--- src/rtl/isp_exposure_engine.sv ---
// isp_exposure_engine: auto-exposure responder; takes a request (clk, rst, in_*), reads the picture over rd_*, writes it back rescaled over wr_*, reports the gray mean on out_*
module isp_exposure_engine #(
  parameter logic [16:0] BASE_ADDR = 17'h10000,
  parameter int PIC_BYTES = 3072,
  parameter int BEATS = 192
) (
  input  logic         clk,
  input  logic         rst,
  input  logic         in_valid,
  input  logic [3:0]   in_pic_no,
  input  logic [1:0]   in_ratio_mode,
  output logic         rd_addr_valid,
  input  logic         rd_addr_ready,
  output logic [16:0]  rd_addr,
  input  logic         rd_data_valid,
  output logic         rd_data_ready,
  input  logic [127:0] rd_data,
  output logic         wr_addr_valid,
  input  logic         wr_addr_ready,
  output logic [16:0]  wr_addr,
  output logic         wr_data_valid,
  input  logic         wr_data_ready,
  output logic [127:0] wr_data,
  output logic         wr_last,
  output logic         out_valid,
  output logic [7:0]   out_data
);
  typedef enum logic [2:0] {IDLE, RD_ADDR, WR_ADDR, STREAM, DRAIN, DONE} state_t;
  state_t state, next;
  logic [16:0] addr;
  logic [1:0] ratio;
  logic [7:0] beat;
  logic [17:0] acc;
  logic [127:0] scaled;
  logic [11:0] beat_sum;
  logic [7:0] p, s;
  logic rd_fire, wr_fire, is_g, last_beat;
  assign rd_data_ready = (state == STREAM) && (!wr_data_valid || wr_data_ready);
  assign rd_fire = rd_data_valid && rd_data_ready;
  assign wr_fire = wr_data_valid && wr_data_ready;
  assign last_beat = beat == 8'(BEATS - 1);
  assign is_g = beat >= 8'd64 && beat < 8'd128;
  assign rd_addr_valid = state == RD_ADDR;
  assign wr_addr_valid = state == WR_ADDR;
  assign rd_addr = addr;
  assign wr_addr = addr;
  assign out_valid = state == DONE;
  assign out_data = out_valid ? acc[17:10] : 8'd0;
  always_ff @(posedge clk or posedge rst)
    if (rst) state <= IDLE;
    else state <= next;
  always_comb begin
    next = state;
    case (state)
      IDLE:    next = in_valid ? RD_ADDR : IDLE;
      RD_ADDR: next = rd_addr_ready ? WR_ADDR : RD_ADDR;
      WR_ADDR: next = wr_addr_ready ? STREAM : WR_ADDR;
      STREAM:  next = (rd_fire && last_beat) ? DRAIN : STREAM;
      DRAIN:   next = (wr_fire && wr_last) ? DONE : DRAIN;
      DONE:    next = IDLE;
      default: next = IDLE;
    endcase
  end
  always_comb begin
    scaled = '0;
    beat_sum = '0;
    p = '0;
    s = '0;
    for (int k = 0; k < 16; k++) begin
      p = rd_data[8*k +: 8];
      s = ratio == 2'd0 ? p >> 2 : ratio == 2'd1 ? p >> 1 : ratio == 2'd2 ? p : (p[7] ? 8'hFF : {p[6:0], 1'b0});
      scaled[8*k +: 8] = s;
      beat_sum = beat_sum + (is_g ? 12'(s >> 1) : 12'(s >> 2));
    end
  end
  always_ff @(posedge clk or posedge rst)
    if (rst) begin
      addr <= '0;
      ratio <= '0;
      beat <= '0;
      acc <= '0;
      wr_data <= '0;
      wr_data_valid <= 1'b0;
      wr_last <= 1'b0;
    end else begin
      if (state == IDLE && in_valid) begin
        addr <= BASE_ADDR + 17'(in_pic_no) * 17'(PIC_BYTES);
        ratio <= in_ratio_mode;
        acc <= '0;
      end
      if (rd_fire) begin
        wr_data <= scaled;
        wr_data_valid <= 1'b1;
        wr_last <= last_beat;
        beat <= last_beat ? 8'd0 : beat + 8'd1;
        acc <= acc + 18'(beat_sum);
      end else if (wr_fire) begin
        wr_data_valid <= 1'b0;
        wr_last <= 1'b0;
      end
    end
endmodule
--- config.mk ---
export PLATFORM = sky130hd
export DESIGN_NAME = isp_exposure_engine
export DESIGN_NICKNAME = d
export VERILOG_FILES = /design/src/rtl/isp_exposure_engine.sv
export SDC_FILE = /design/constraint.sdc
export NUM_CORES = 1
export LEC_CHECK = 0
export ABC_AREA = 1
export BUFFER_PORTS_ARGS = -buffer_cell sky130_fd_sc_hd__buf_2
export CORE_MARGIN = 2
export CORE_UTILIZATION = 49
export CTS_CLUSTER_SIZE = 24
export DETAILED_ROUTE_END_ITERATION = 8
export PLACE_DENSITY = 0.73
export SYNTH_ARGS = -nofsm -noshare
export SYNTH_HDL_FRONTEND = slang
export SYNTH_SLANG_ARGS = --single-unit
--- constraint.sdc ---
create_clock -name clk -period 20.3 [get_ports clk]
set_input_delay 1.015 -clock clk [delete_from_list [all_inputs] [get_ports clk]]
set_output_delay 1.015 -clock clk [all_outputs]
set_load 0.005 [all_outputs]
# Word level (Yosys, flattened, before mapping)
# Index checks and enable logic that the tools add are counted.
# op_classes
add_sub_neg	18
multipliers	1
div_mod_pow	0
n_lt_le_gt_ge	2
eq_ne	8
shifts	0
muxes	93
bitwise	0
reduce_logical	13
# op_table
operator	count
$mux W8	66
$mux W7	16
$add A12 B7 Y12	8
$mux W18	2
$add A12 B12 Y12	2
$add A18 B12 Y18	1
$add A17 B16 Y17 const A	1
$pmux W3 S5	1
$add A11 B7 Y12	1
$add A10 B7 Y11	1
$add A9 B7 Y10	1
$add A8 B7 Y9	1
$add A7 B7 Y8	1
$add A8 B1 Y8 const B	1
$eq A8 B8 Y1 const B	1
$ge A8 B7 Y1 const B	1
$lt A8 B8 Y1 const B	1
$logic_and A1 B1 Y1	7
$eq A3 B2 Y1 const B	2
$eq A3 B3 Y1 const B	2
$mul A4 B2 Y6 const B	1
$mux W1	6
$reduce_bool A2 Y1	2
$eq A3 B1 Y1 const B	1
other kinds (8)	8
# word_totals
ff_bits	178
latchBits	0
ramBits	0
mem_bits_ro	0
word_cells	143
memories	0

# Depth between registers and ports, before layout
# depth
depth_word	22
mapped_depth	42

# Worst setup path before layout
# Ideal clock, no wire load.
# synth_path
path_kind	input-to-reg
startpoint	in rd_data[119]
endpoint	reg acc[15]
arrival_time_ns	6.880
path_slack_ns	13.307
path_stages	33
n_path_buf	0
cell_sequence	inv_1 -> nand2_1 -> o22ai_1 -> nand2_1 -> nand3_1 -> o21ai_0 -> fa_1 -> inv_1 -> fa_1 -> inv_1 -> fa_1 -> fa_1 -> fa_1 -> inv_1 -> fa_1 -> inv_1 -> ha_1 -> a21oi_1 -> nand2_1 -> nand4_1 -> nand2_1 -> or2_2 -> nand2_1 -> inv_1 -> ha_1 -> nand2_1 -> nor2_1 -> and2_1 -> nand2_1 -> nand2_1 -> nand3_1 -> nand2_1 -> inv_1
# synth_between
elab_chain_len	9
# synth_rtl
item	line_no	source
start, declared	17	input logic [127:0] rd_data,
$mux W8 (3 in series)	71	s = ratio == 2'd0 ? p >> 2 : ratio == 2'd1 ? p >> 1 : ratio == 2'd2 ? p : (p[7] ? 8'hFF : {p[6:0], 1'b0});
$mux W8 *	71	
$mux W7 *	73	beat_sum = beat_sum + (is_g ? 12'(s >> 1) : 12'(s >> 2));
$add A12 B12 Y12 * (2 in series)	73	
$add A18 B12 Y18 *	96	acc <= acc + 18'(beat_sum);
$mux W18 *	91	if (rd_fire) begin
end signal, assigned	96	
end, declared	33	logic [17:0] acc;
# Mark *: on every way between the ends. The rest lies on a longest branch, timed or not.
# A chain may end at the register's enable or synchronous reset.

# Worst setup path after layout
# layout_path
startpoint	reg ratio[0]
endpoint	reg acc[13]
# layout_between
elab_chain_len	22
# layout_rtl
item	line_no	source
start, declared	31	logic [1:0] ratio;
start signal, assigned	88	ratio <= in_ratio_mode;
$eq A2 B2 Y1	71	
$mux W8 (3 in series)	71	
$mux W7	73	
$add A7 B7 Y8	73	
$add A8 B7 Y9	73	
$add A9 B7 Y10	73	
$add A10 B7 Y11	73	
$add A11 B7 Y12	73	
$add A12 B7 Y12 (8 in series)	73	
$add A12 B12 Y12	73	
$add A12 B12 Y12 *	73	
$add A18 B12 Y18 *	96	
$mux W18 *	91	
# Marks and branches as above.

==> summary.md <==
| Metric | Value |
|---|---|
| Final Net Count | `2537` |
| RSZ-0062 raised after global routing | `no` |
| CP Launch Type | `register` |
| Vias in the first global route | `14.2k` |
| Io pins | `317` |
| Sequential cell area fraction in the yosys report | `0.286` |
| Final wirelength | `49400 µm` |
| Required time of the worst setup path | `20.64 ns` |
| Area fraction in and, or, nand and nor cells after synthesis | `0.247` |
| Endpoints failing setup | `0` |
| Period utilisation layout | `0.440` |
| Number of buffers on the longest clock path | `2` |
| TritonCTS clock tree | `yes` |
| Area delta synth->final | `14.1%` |
| Drt initial violations | `1782` |
| Dpl ws | `11.57 ns` |
| Worst slew slack as a fraction of its limit | `0.270` |
| Class of the tightest hold or removal check | `reg2reg` |
| Arrival time at the worst endpoint | `9.27 ns` |
| Count of nets left with antenna violations after detail routing | `0` |
| Die height | `177 µm` |
| Average footprint of a synthesized cell | `7.17 µm²` |
| Share of post-route cells with drive strength above 1 | `0.165` |
| Post_cts resized | `0` |
| Antenna violations before repair | `6` |
| Worst setup margin | `11.38 ns` |
| Post-synthesis instance area | `0.0147 mm²` |
| Largest fanout on the critical path | `76` |
| Setup Total Neg Slack | `0 ns` |
| Largest family of logic cells by synthesized area | `simple AND/OR/NAND/NOR gates` |
| Upper clock frequency limit | `112 MHz` |
| Filler instances | `2912` |
| Worst-margin pin slew | `1.09 ns` |
| Library cell used as clock root buffer | `sky130_fd_sc_hd__clkbuf_16` |
| Number of flip-flops and latches in the synthesized netlist | `168` |
| Endpoint type of the worst setup path | `register` |
| Latest clock arrival within the worst-skew pair | `0.46 ns` |
| Quantity of I/O buffers inserted on ports | `296` |
| Commonest non-fill, non-tap cells in the layout | `sky130_fd_sc_hd__nand2_1 (624), sky130_fd_sc_hd__buf_2 (296), sky130_fd_sc_hd__inv_1 (265)` |
| Hold-fix buffers at CTS | `0` |
| Number of buffers added for setup after CTS | `0` |
| Area of the core | `0.0296 mm²` |
| Max-slew violation count | `0` |
| Full die area | `0.0314 mm²` |
| Worst path slowest cell | `sky130_fd_sc_hd__nand2_4` |
| Final Hold Vio Count | `0` |
| Area of the multi-input gates | `0.00879 mm²` |
| Number of sinks handled by clock tree synthesis | `168` |
| Area used by sequential logic in the layout | `0.00420 mm²` |
| Post-DP HPWL | `37100 µm` |
| Max-cap viol count | `0` |
| Slowest stage delay, CP | `0.75 ns` |
| Proportion of synthesized area in mux cells | `0.00205` |
| Average vias per placed instance | `5.65` |
| Pin count of the biggest net entering global routing | `88` |
| Area fraction in compound gates after synthesis | `0.173` |
| Number of cell rows | `63` |
| Count of cell types in the netlist | `50` |
| Global-route wire length before repair | `76500 µm` |
| Status | `completed` |
| Leading cell type in the layout, fill and taps excluded | `sky130_fd_sc_hd__nand2_1` |
| Sum of overflow across all layers after global routing | `0` |
| Routed vias | `15.1k` |
| Category of the most critical setup path | `reg2reg` |
| Share of flip-flops with an asynchronous set or reset | `1.00` |
| Die X | `177 µm` |
| Most Frequent Cell on Critical Path | `sky130_fd_sc_hd__nand2_1` |
| H-Tree Depth | `4` |
| Xor and xnor area share after synthesis | `0.00597` |
| Arithmetic-cell share of the synthesized area counting full adders, half adders and majority gates | `0.164` |
| GRT Total Usage | `0.315` |
| Routed len/inst | `18.5 µm` |
| Post-synth EDFFs | `0` |
| Ys Warns | `0` |
| Top cell type's share of synthesized area | `0.286` |
| Post-route minimum period | `8.92 ns` |
| Iteration count of the initial detailed-routing pass | `6` |
| Library cell with the largest summed area after synthesis | `sky130_fd_sc_hd__dfrtp_1` |
| Dominant register cell in the synthesized netlist | `sky130_fd_sc_hd__dfrtp_1` |
| Effective utilization at floorplan | `0.497` |
| Number of DRC violations after detailed routing | `0` |
| Post-Syn Instances | `2048` |
| Cell types occupying the most area after synthesis | `sky130_fd_sc_hd__dfrtp_1 (29%), sky130_fd_sc_hd__nand2_1 (16%), sky130_fd_sc_hd__fa_1 (13%), sky130_fd_sc_hd__o21ai_0 (7.1%), sky130_fd_sc_hd__inv_1 (6.8%)` |
| TritonCTS Buffers | `17` |
| Clock-pin slew of the registers on the worst-case setup and hold paths | `0.07 ns` |
| Routability-driven placement congestion ratio | `0.961` |
| Fin Clk Skew | `0.0185 ns` |
[path summary, 6_finish.rpt]
kind / from / to / slack [ns] / depth (start not counted)
worst max register to register: ratio[0]$_DFFE_PP0P_ / acc[13]$_DFFE_PP0P_ / 11.38 / 36
max in group asynchronous: rst / wr_data[85]$_DFFE_PP0P_ / 17.75 / 4
worst min register to register: wr_data[83]$_DFFE_PP0P_ / wr_data[83]$_DFFE_PP0P_ / 0.48 / 2
min in group asynchronous: rst / wr_data[22]$_DFFE_PP0P_ / 0.56 / 2
worst max-delay path: ratio[0]$_DFFE_PP0P_ / acc[13]$_DFFE_PP0P_ / 11.38 / 36
worst min-delay path: wr_data[83]$_DFFE_PP0P_ / wr_data[83]$_DFFE_PP0P_ / 0.48 / 2
[flip-flops by register name (all words and copies together) (netlist names)]
signal / cells
rd_addr: 7
acc: 18
wr_data_valid: 1
state: 3
beat: 8
wr_data: 128
wr_last: 1
ratio: 2
[cell usage after synthesis, types with 2 or more instances]
| cell type | instances |
|---|---|
| sky130_fd_sc_hd__nand2_1 | 624 |
| sky130_fd_sc_hd__inv_1 | 266 |
| sky130_fd_sc_hd__o21ai_0 | 208 |
| sky130_fd_sc_hd__dfrtp_1 | 168 |
| sky130_fd_sc_hd__nand3_1 | 123 |
| sky130_fd_sc_hd__fa_1 | 96 |
| sky130_fd_sc_hd__nor2_1 | 81 |
| sky130_fd_sc_hd__o22ai_1 | 59 |
| sky130_fd_sc_hd__a21oi_1 | 49 |
| sky130_fd_sc_hd__clkbuf_1 | 42 |
| sky130_fd_sc_hd__buf_2 | 39 |
| sky130_fd_sc_hd__ha_1 | 39 |
| sky130_fd_sc_hd__buf_4 | 37 |
| sky130_fd_sc_hd__o21ai_1 | 35 |
| sky130_fd_sc_hd__o221ai_1 | 32 |
| sky130_fd_sc_hd__o211ai_1 | 15 |
| sky130_fd_sc_hd__nor3_1 | 14 |
| sky130_fd_sc_hd__buf_1 | 12 |
| sky130_fd_sc_hd__nand4_1 | 10 |
| sky130_fd_sc_hd__o31ai_1 | 10 |
| sky130_fd_sc_hd__or2_2 | 9 |
| sky130_fd_sc_hd__a2bb2oi_1 | 7 |
| sky130_fd_sc_hd__buf_6 | 7 |
| sky130_fd_sc_hd__o21bai_1 | 7 |
| sky130_fd_sc_hd__nand2_2 | 6 |
| sky130_fd_sc_hd__xnor2_1 | 6 |
| sky130_fd_sc_hd__o21a_1 | 5 |
| sky130_fd_sc_hd__or2_1 | 5 |
| sky130_fd_sc_hd__a22oi_1 | 4 |
| sky130_fd_sc_hd__xor2_1 | 4 |
| sky130_fd_sc_hd__mux2i_1 | 3 |
| sky130_fd_sc_hd__nor2_2 | 3 |
| sky130_fd_sc_hd__or2_0 | 3 |
| sky130_fd_sc_hd__and2_1 | 2 |
| sky130_fd_sc_hd__inv_2 | 2 |
| sky130_fd_sc_hd__inv_4 | 2 |
[routing by layer]
layer,part of all wire,vias to the layer above,GRT usage,routed length (µm)
met1,0.40,7145,0.408,19600
met4,0.055,2,0.170,2740
li1,-,7022,-,-
met5,0.00028,-,0,14
met2,0.47,764,0.505,23300
met3,0.077,160,0.0498,3820
[metrics by stage]
step                      utilization  hold slack (ns)  cell area [µm²]  std cells
after floorplan                     -            0.455            14800       2067
final                           0.567            0.477            16800       2669
after global placement          0.545            0.458            16100       2632
after detailed placement        0.545            0.460            16100       2632
after global routing            0.567            0.496            16700       2668
after CTS                       0.566            0.480            16700       2664
[final cells by class]
class                      count  area share
clock inverter                15      0.0120
sequential                   168       0.251
antenna                        5    0.000747
inverter                     271      0.0613
timing repair buffer         312      0.0956
multi-input combinational   1491       0.525
clock buffer                  17      0.0254
tap                          390      0.0291
[cells by family after synthesis]
| logic type | after synthesis |
|---|---|
| adder cells (fa/ha/maj) | 135 |
| XOR/XNOR | 10 |
| multiplexers | 3 |
| AND/OR/NAND/NOR | 886 |
| AO/OA/AOI/OAI | 437 |
| other | 1 |
| flip-flops | 168 |
| buffers and inverters | 408 |
[worst max-delay path, delay by kind of cell (launching register included)]
| family | cells | cell delay, ns |
|---|---|---|
| multiplexers | 1 | 0.16 |
| AO/OA/AOI/OAI | 3 | 0.47 |
| adder cells (fa/ha/maj) | 9 | 4.13 |
| XOR/XNOR | 1 | 0.09 |
| AND/OR/NAND/NOR | 14 | 2.35 |
| buffers and inverters | 8 | 1.18 |
| flip-flops | 1 | 0.33 |
Power is not shown: default switching activity piles up to over one toggle a cycle in this logic, so the estimate is an artifact.
